**src/rtl/period_meter_pkg.sv**
```systemverilog
// Shared types and BCD helpers for the period meter.
package period_meter_pkg;

    localparam int unsigned BCD_W         = 4;
    localparam int unsigned BCD_MAX_DIGIT = 9;

    typedef enum logic [1:0] {
        WAIT_FIRST = 2'b00,
        MEASURE    = 2'b01,
        SATURATED  = 2'b10
    } state_t;

    // Next value of a BCD digit after +1; 9 wraps to 0.
    function automatic logic [BCD_W-1:0] bcd_next(input logic [BCD_W-1:0] digit);
        logic [BCD_W-1:0] nxt;
        if (digit >= BCD_W'(BCD_MAX_DIGIT)) begin
            nxt = '0;
        end else begin
            nxt = digit + BCD_W'(1);
        end
        return nxt;
    endfunction

    // Carry out of a BCD digit when it is incremented.
    function automatic logic bcd_carry(input logic [BCD_W-1:0] digit, input logic inc);
        return inc && (digit == BCD_W'(BCD_MAX_DIGIT));
    endfunction

endpackage

```
**src/rtl/bcd_digit_counter.sv**
```systemverilog
// One decade of the period counter: clear, increment, carry on 9.
module bcd_digit_counter
    import period_meter_pkg::*;
(
    input  logic             clk,
    input  logic             init,
    input  logic             clr,
    input  logic             inc,
    output logic [BCD_W-1:0] digit,
    output logic             carry_c
);

    assign carry_c = bcd_carry(digit, inc);

    // Digit register; clear wins over increment.
    always_ff @(posedge clk or negedge init) begin
        if (!init) begin
            digit <= '0;
        end else if (clr) begin
            digit <= '0;
        end else if (inc) begin
            digit <= bcd_next(digit);
        end
    end

endmodule

```
**src/rtl/period_meter_bcd.sv**
```systemverilog
// Measures the period of sig_in in clk cycles and presents it as two BCD digits.
module period_meter_bcd
    import period_meter_pkg::*;
#(
    parameter int unsigned SYNC_STAGES = 2,
    parameter int unsigned MAX_BCD     = 99
) (
    input  logic clk,
    input  logic init,
    input  logic sig_in,
    output logic D_MSB,
    output logic C_MSB,
    output logic B_MSB,
    output logic A_MSB,
    output logic D_LSB,
    output logic C_LSB,
    output logic B_LSB,
    output logic A_LSB,
    output logic valid,
    output logic ovf
);

    localparam logic [BCD_W-1:0] SAT_TENS  = BCD_W'(MAX_BCD / 10);
    localparam logic [BCD_W-1:0] SAT_UNITS = BCD_W'(MAX_BCD % 10);
    localparam logic [BCD_W-1:0] THR_TENS  = BCD_W'((MAX_BCD - 1) / 10);
    localparam logic [BCD_W-1:0] THR_UNITS = BCD_W'((MAX_BCD - 1) % 10);

    logic [SYNC_STAGES-1:0] sync_q;
    logic                   prev_q;
    logic                   rise_c;

    state_t state_q;
    state_t state_d;
    logic   cnt_clr;
    logic   cnt_inc;
    logic   load_meas;
    logic   load_sat;

    logic [BCD_W-1:0] units;
    logic [BCD_W-1:0] tens;
    logic             units_carry_c;
    logic             tens_carry_c;
    logic             at_thr_c;
    logic [BCD_W-1:0] plus_units_c;
    logic [BCD_W-1:0] plus_tens_c;

    logic [BCD_W-1:0] tens_q;
    logic [BCD_W-1:0] units_q;

    // Synchroniser chain plus edge-history flop.
    always_ff @(posedge clk or negedge init) begin
        if (!init) begin
            sync_q <= '0;
            prev_q <= 1'b0;
        end else begin
            sync_q[0] <= sig_in;
            for (int i = 1; i < SYNC_STAGES; i++) begin
                sync_q[i] <= sync_q[i-1];
            end
            prev_q <= sync_q[SYNC_STAGES-1];
        end
    end

    assign rise_c = sync_q[SYNC_STAGES-1] & ~prev_q;

    bcd_digit_counter u_units (
        .clk     (clk),
        .init    (init),
        .clr     (cnt_clr),
        .inc     (cnt_inc),
        .digit   (units),
        .carry_c (units_carry_c)
    );

    bcd_digit_counter u_tens (
        .clk     (clk),
        .init    (init),
        .clr     (cnt_clr),
        .inc     (units_carry_c),
        .digit   (tens),
        .carry_c (tens_carry_c)
    );

    assign at_thr_c = (tens == THR_TENS) && (units == THR_UNITS);

    // count+1: the counter is incrementing on every MEASURE cycle, so its carries describe count+1.
    assign plus_units_c = bcd_next(units);
    assign plus_tens_c  = units_carry_c ? bcd_next(tens) : tens;

    // FSM state register.
    always_ff @(posedge clk or negedge init) begin
        if (!init) begin
            state_q <= WAIT_FIRST;
        end else begin
            state_q <= state_d;
        end
    end

    // Next-state and counter/latch control.
    always_comb begin
        state_d   = state_q;
        cnt_clr   = 1'b0;
        cnt_inc   = 1'b0;
        load_meas = 1'b0;
        load_sat  = 1'b0;
        unique case (state_q)
            WAIT_FIRST: begin
                if (rise_c) begin
                    state_d = MEASURE;
                    cnt_clr = 1'b1;
                end
            end
            MEASURE: begin
                cnt_inc = 1'b1;
                if (rise_c) begin
                    load_meas = 1'b1;
                    cnt_clr   = 1'b1;
                end else if (at_thr_c) begin
                    state_d = SATURATED;
                    cnt_inc = 1'b0;
                end
            end
            SATURATED: begin
                if (rise_c) begin
                    state_d  = MEASURE;
                    load_sat = 1'b1;
                    cnt_clr  = 1'b1;
                end
            end
            default: begin
                state_d = WAIT_FIRST;
            end
        endcase
    end

    // Result registers: latched on each reported edge, held otherwise.
    always_ff @(posedge clk or negedge init) begin
        if (!init) begin
            tens_q  <= '0;
            units_q <= '0;
            ovf     <= 1'b0;
            valid   <= 1'b0;
        end else begin
            valid <= load_meas | load_sat;
            if (load_meas) begin
                tens_q  <= plus_tens_c;
                units_q <= plus_units_c;
                ovf     <= tens_carry_c;
            end else if (load_sat) begin
                tens_q  <= SAT_TENS;
                units_q <= SAT_UNITS;
                ovf     <= 1'b1;
            end
        end
    end

    assign {D_MSB, C_MSB, B_MSB, A_MSB} = tens_q;
    assign {D_LSB, C_LSB, B_LSB, A_LSB} = units_q;

endmodule

```
**config.mk**
```make
export PLATFORM = sky130hd
export DESIGN_NAME = period_meter_bcd
export DESIGN_NICKNAME = d
export VERILOG_FILES = /design/src/rtl/period_meter_pkg.sv /design/src/rtl/bcd_digit_counter.sv /design/src/rtl/period_meter_bcd.sv
export SDC_FILE = /design/constraint.sdc
export NUM_CORES = 1
export LEC_CHECK = 0
export CORE_ASPECT_RATIO = 2
export CORE_MARGIN = 2
export CORE_UTILIZATION = 40
export CTS_BUF_LIST = sky130_fd_sc_hd__clkbuf_16
export DETAILED_ROUTE_END_ITERATION = 16
export GPL_ROUTABILITY_DRIVEN = 0
export GPL_TIMING_DRIVEN = 0
export MAX_ROUTING_LAYER = met4
export PLACE_DENSITY = 0.68
export SETUP_SLACK_MARGIN = 0.4
export SYNTH_ARGS = -nofsm -noshare
export SYNTH_HDL_FRONTEND = slang
export SYNTH_SLANG_ARGS = --single-unit
```
**constraint.sdc**
```tcl
create_clock -name clk -period 1.85 [get_ports clk]
set_input_delay 0.37 -clock clk [delete_from_list [all_inputs] [get_ports clk]]
set_output_delay 0.37 -clock clk [all_outputs]
set_load 0.02 [all_outputs]
```
== Yosys cells after proc, flatten, opt, wreduce, memory -nomap -nowiden ==
Cells that the tools add are included.

* Word-level logic and storage cells: 55
* Output and inout port bits: 10
* Bits in registers: 23

* Add/subtract/negate cells: 2
* Bitwise gates (word level): 3
* Eq/ne operators: 8
* Reductions and logical operators: 9
* $lt $le $gt $ge: 2
* Muxes and demuxes: 22

{| class="wikitable"
|+ Operators by type and width
! kind !! number
|-
| 2-to-1 mux 4 bit || 9
|-
| equality test 4 bit, second input constant || 3
|-
| 2-to-1 mux 1 bit || 9
|-
| adder 4 x 1 -> 4 bit, second input constant || 2
|-
| >= comparator 4 bit, second input constant || 2
|-
| 2-to-1 mux 2 bit || 3
|-
| inequality test 2 bit, second input constant || 2
|-
| one-hot mux 2 bit (2 select lines) || 1
|-
| nonzero test 2 bit || 2
|-
| logical AND 1 bit || 3
|-
| AND reduction 3 bit || 1
|-
| OR reduction 3 bit || 1
|-
| equality test 2 x 1 -> 1 bit, second input constant || 1
|-
| equality test 2 bit, second input constant || 1
|-
| zero test 2 bit || 1
|-
| inequality test 2 x 1 -> 1 bit, second input constant || 1
|-
| OR reduction 2 bit || 1
|-
| bitwise AND 1 bit || 1
|-
| NOT 1 bit || 1
|-
| OR 1 bit || 1
|}

== Longest topological paths before layout ==
Gate-level depths: netlist of run 1.

* Depth after elaboration: 8
* Gate-level depth with buffers: 6
* Depth with buffers taken out: 6

== Modules after synthesis ==
From an unflattened synthesis of run 1, not the netlist that was laid out.

* Cells, all modules: 116
* Area total of the unflattened synthesis: 1273.7 um^2

{| class="wikitable"
|+ By module, submodules not included
! module !! sequential area each (um^2) !! times used !! cells an instance !! area an instance (um^2)
|-
| period_meter_bcd || 375.4 || 1 || 72 || 780.7
|-
| bcd_digit_counter || 100.1 || 2 || 22 || 246.5
|}

== Least setup slack after synthesis of run 1 ==
Ideal clock, no wire load.

* Path kind: reg2reg
* From: register u_tens.digit[0]
* To: register tens_q[2]
* Library setup time: 77 ps
* Arrival time: 1742 ps
* Path buffers: 0
* Stages on the path, launching flop included: 6
* Slack: 32 ps
* Cell sequence: dfrtp_1 -> ha_1 -> or3b_1 -> and2_1 -> or4b_1 -> o21ai_1

* Longest elaborated chain between the ends: 8

{| class="wikitable"
|+ Ends and longest elaborated chain
! item !! line !! RTL
|-
| start: declaration || bcd_digit_counter.sv:9 || <nowiki>output logic [BCD_W-1:0] digit,</nowiki>
|-
| start signal: assignment || bcd_digit_counter.sv:22 || <nowiki>digit <= bcd_next(digit);</nowiki>
|-
| equality test 4 bit || period_meter_bcd.sv:84 || <nowiki>assign at_thr_c = (tens == THR_TENS) && (units == THR_UNITS);</nowiki>
|-
| logical AND 1 bit || period_meter_bcd.sv:84 ||
|-
| 2-to-1 mux 1 bit || period_meter_bcd.sv:118 || <nowiki>end else if (at_thr_c) begin</nowiki>
|-
| 2-to-1 mux 1 bit || period_meter_bcd.sv:115 || <nowiki>if (rise_c) begin</nowiki>
|-
| 2-to-1 mux 1 bit || period_meter_bcd.sv:106 || <nowiki>unique case (state_q)</nowiki>
|-
| logical AND 1 bit || period_meter_pkg.sv:26 || <nowiki>return inc && (digit == BCD_W'(BCD_MAX_DIGIT));</nowiki>
|-
| 2-to-1 mux 4 bit (*) || n/a ||
|-
| 2-to-1 mux 4 bit (*) || period_meter_bcd.sv:145 || <nowiki>if (load_meas) begin</nowiki>
|-
| end signal: assignment || period_meter_bcd.sv:146 || <nowiki>tens_q <= plus_tens_c;</nowiki>
|-
| end: declaration || period_meter_bcd.sv:47 || <nowiki>logic [BCD_W-1:0] tens_q;</nowiki>
|}

Every way passes the cells marked *; elsewhere a longest branch is shown, timed or not.
A chain may end at the register's enable or synchronous reset.

== Final worst setup path of run 1 ==
* From: register u_tens.digit[0]
* To: register u_tens.digit[2]

* Longest elaborated chain between the ends: 8

{| class="wikitable"
|+ Ends and longest elaborated chain
! item !! line !! RTL
|-
| equality test 4 bit || period_meter_bcd.sv:84 ||
|-
| logical AND 1 bit || period_meter_bcd.sv:84 ||
|-
| 2-to-1 mux 1 bit || period_meter_bcd.sv:118 ||
|-
| 2-to-1 mux 1 bit || period_meter_bcd.sv:115 ||
|-
| 2-to-1 mux 1 bit || period_meter_bcd.sv:106 ||
|-
| logical AND 1 bit || period_meter_pkg.sv:26 ||
|-
| 2-to-1 mux 4 bit (*) || bcd_digit_counter.sv:21 || <nowiki>end else if (inc) begin</nowiki>
|-
| 2-to-1 mux 4 bit (*) || bcd_digit_counter.sv:19 || <nowiki>end else if (clr) begin</nowiki>
|}

Marked as above.

==> results.md, run 1 <==
* Outcome: finished, violations left
* Failing checks: setup timing
* CP top delay family: simple AND/OR/NAND/NOR gates
* Synth-to-Final Area Change at 34.7%
* RSZ-0062 raised after global routing: yes
* Most frequent cell after synthesis: dfrtp_1
* Hold WC Path Type: input pin to async pin
* Crit path buf inv count at 0
* CTS Hold Bufs at 0
* H-tree depth at 1
* Ys async rst share at 1.00
* Crit share post-route at 1.01
* Power per cell area at 993 mW/mm²
* Max-slew violation total from the final report at 0
* Max-slew headroom at 0.316
* Yosys warns at 0
* Vias at 934
* Gr ovfl total at 0
* Routed length per placed instance at 15.4 µm
* Setup TNS at -0.0423 ns
* Die Y at 79.9 µm
* Rows at 27
* Die footprint at 0.00335 mm²
* VDD IR-drop max at 0.690 mV
* Fillers at 240
* Antenna diodes at 0
* Syn Std Cell Area at 0.00115 mm²
* Setup violators final at 3
* Total CTS buffers at 3
* Top cells by area, synth: dfrtp_1 (50%), ha_1 (6.5%), a21oi_1 (3.5%), nor2_1 (2.9%), nand3_1 (2.6%)
* Final Critical Period at 1.87 ns
* Arrival time worst endpoint at 2.06 ns
* Synth cell types at 37
* Main synth FF type: dfrtp_1
* Syn Nets at 118
* I/O Buffers at 12
* Final WS setup at -0.0215 ns
* Avg Inst Size Synth at 10.6 µm²
* Uppermost layer routed: met4
* CP cell instances: ha_2, or3b_4, and2_4, or4b_4, a21oi_2
* Slowest-stage cell, CP: or4b_4
* Max clock buf depth at 2
* Worst Tran Pin Value at 1.02 ns
* Via density at 5.63
* Initial antenna violation count at 0
* Ratio of cells with drive above 1 in the final layout at 0.307
* Max-cap violations at 0
* FF-to-FF setup slack at -0.02 ns
* Top-area cell type share of the netlist area at 0.500
* Multi-input gate area at 617 µm²
* Reg clk slew, reported paths at 0.06 ns
* Met3 wire length at 36 µm
* DR DRC count at 0
* Critical path endpoint category: flop
* CP Max Fanout at 4
* 1st-iter DRT viols at 20
* ANT nets after route at 0
* Crit path required time at 2.04 ns
* CTS tree: yes
* Cells after Synth at 109
* Post-Route Skew at 0.00410 ns
* Worst Reg-to-Reg Cells at 5
* Post-DP HPWL at 1820 µm
* Met2 routed WL at 1470 µm
* CP max stage delay at 0.49 ns
* RR Startpoint: u_tens.digit[0]
* Synth area leader: dfrtp_1
* Final Hold Slack at 0.277 ns
* Final wirelength at 2560 µm
* Root Driver: clkbuf_16
* Fin nets at 147
* # clock sinks at 23
* Tot GR Track Use at 0.181
* Fmax at 0.534 GHz
* Register area share after synthesis at 0.500
* First-pass GRT wire length at 4380 µm
* Worst skew pair latency at 0.26 ns
* Crit Reg-Reg Endpoint: u_tens.digit[2]
* Reg area at 576 µm²
* Startpoint types: flop
* Die W at 41.9 µm
* Final Total Pwr at 1.54 mW
* FF+latch count, synth at 23
* Total core area at 0.00274 mm²
* # IOs at 13
* Critical path class: flop to flop
* Vias in the first global route at 1019
* Post-synth EDFFs at 0
* Hold Vio Cnt, Final at 0
* Leakage at 0.712 nW
* 1st-pass router iterations at 4
* Largest net degree at the start of global routing at 24
* Initial core utilization at 0.421
* Top cells by count, synth: dfrtp_1 (23), nor2_1 (9), a21oi_1 (8), inv_1 (8)
* Met1 Wirelength at 917 µm
[power breakdown]
group | switching [mW] | total, mW | internal [mW]
Clock | 0.176 | 0.465 | 0.289
Combinational | 0.224 | 0.435 | 0.212
Sequential | 0.0614 | 0.640 | 0.578
Total | 0.461 | 1.54 | 1.08
[per-stage QoR]
stage	std cells	area, µm²	util	setup WS, ns
detailed placement	150	1330	0.486	-0.103
finish	166	1550	0.567	-0.0215
global placement	150	1330	0.486	-0.0735
floorplan	109	1170	-	0.0515
global route	166	1550	0.567	-0.0875
CTS	160	1480	0.540	-0.0416
[registers in the layout, summed over array words and instances, names as in the netlist]
signal,cells
valid,1
u_tens.digit,4
tens_q,4
sync_q,2
u_units.digit,4
ovf,1
state_q,2
units_q,4
prev_q,1
[cells in the final DEF (no fill, tap or decap), types with 2 or more instances in the layout]
cell and count:
dfrtp_1 23, buf_4 13, dlygate4sd2_1 10, nor2_1 9
nand3_1 6, inv_2 5, a21oi_2 5, nand2b_1 4
nand2_1 4, inv_1 4, o21ai_1 4, a21oi_1 3
and2b_1 3, ha_1 3, clkbuf_16 3, nand3b_1 2
and3b_2 2, o21ai_0 2, o22ai_1 2, a32o_1 2
ha_4 2
[repair_timing]
action,CTS,global route
gates cloned,0,0
setup buffers,6,6
gates resized for setup,23,11
endpoints found under the setup margin,26,41
pin swaps,2,2
[cells by family (layout without fill, tap and decap cells)]
kind of cell    after synthesis  in the layout  share of synthesized area
simple gates                 39             39                      0.202
compound gates               28             28                      0.172
flops                        23             23                      0.500
buf+inv                      10             38                     0.0337
fa+ha+maj                     6              6                     0.0652
mux                           3              3                     0.0272
[worst reg2reg max path: cells and delay by family (launching register included)]
| kind | cells | cell delay [ns] |
|---|---|---|
| flip-flops | 1 | 0.42 |
| adder cells (fa/ha/maj) | 1 | 0.23 |
| AO/OA/AOI/OAI | 1 | 0.13 |
| AND/OR/NAND/NOR | 3 | 1.04 |
[routing by layer]
metal,vias up,global-route usage
met5,-,-
met4,0,0.135
met3,9,0.0226
met2,12,0.319
met1,466,0.176
li1,447,-
[worst max-delay path by stage]
stage | from | to | depth (start not counted)
final | u_tens.digit[0] | u_tens.digit[2] | 5
after global routing | u_units.digit[0] | u_tens.digit[3] | 6
after CTS | u_tens.digit[0] | tens_q[2] | 5
after detailed placement | u_tens.digit[0] | u_tens.digit[2] | 6
after global placement | u_tens.digit[0] | u_tens.digit[2] | 6
after floorplan | u_tens.digit[0] | u_tens.digit[2] | 6
[layout make-up]
cell class,count,area share
flip-flops and latches,23,0.371
clock inverters,1,0.00242
plain buffers,2,0.00807
clock buffers,3,0.0484
multi-input cells,76,0.398
inverters,8,0.0194
repair buffers,24,0.129
well taps,29,0.0234
Note: power is estimated with default switching activity, not from simulation.
==> run 2: changes to the inputs <==
--- a/config.mk
+++ b/config.mk
@@ -15,6 +15,7 @@
 export MAX_ROUTING_LAYER = met4
 export PLACE_DENSITY = 0.68
 export SETUP_SLACK_MARGIN = 0.4
+export SKIP_LAST_GASP = 1
 export SYNTH_ARGS = -nofsm -noshare
 export SYNTH_HDL_FRONTEND = slang
 export SYNTH_SLANG_ARGS = --single-unit
==> results of run 2 <==
Final layout, timing and power as in run 1 (identical DEF).
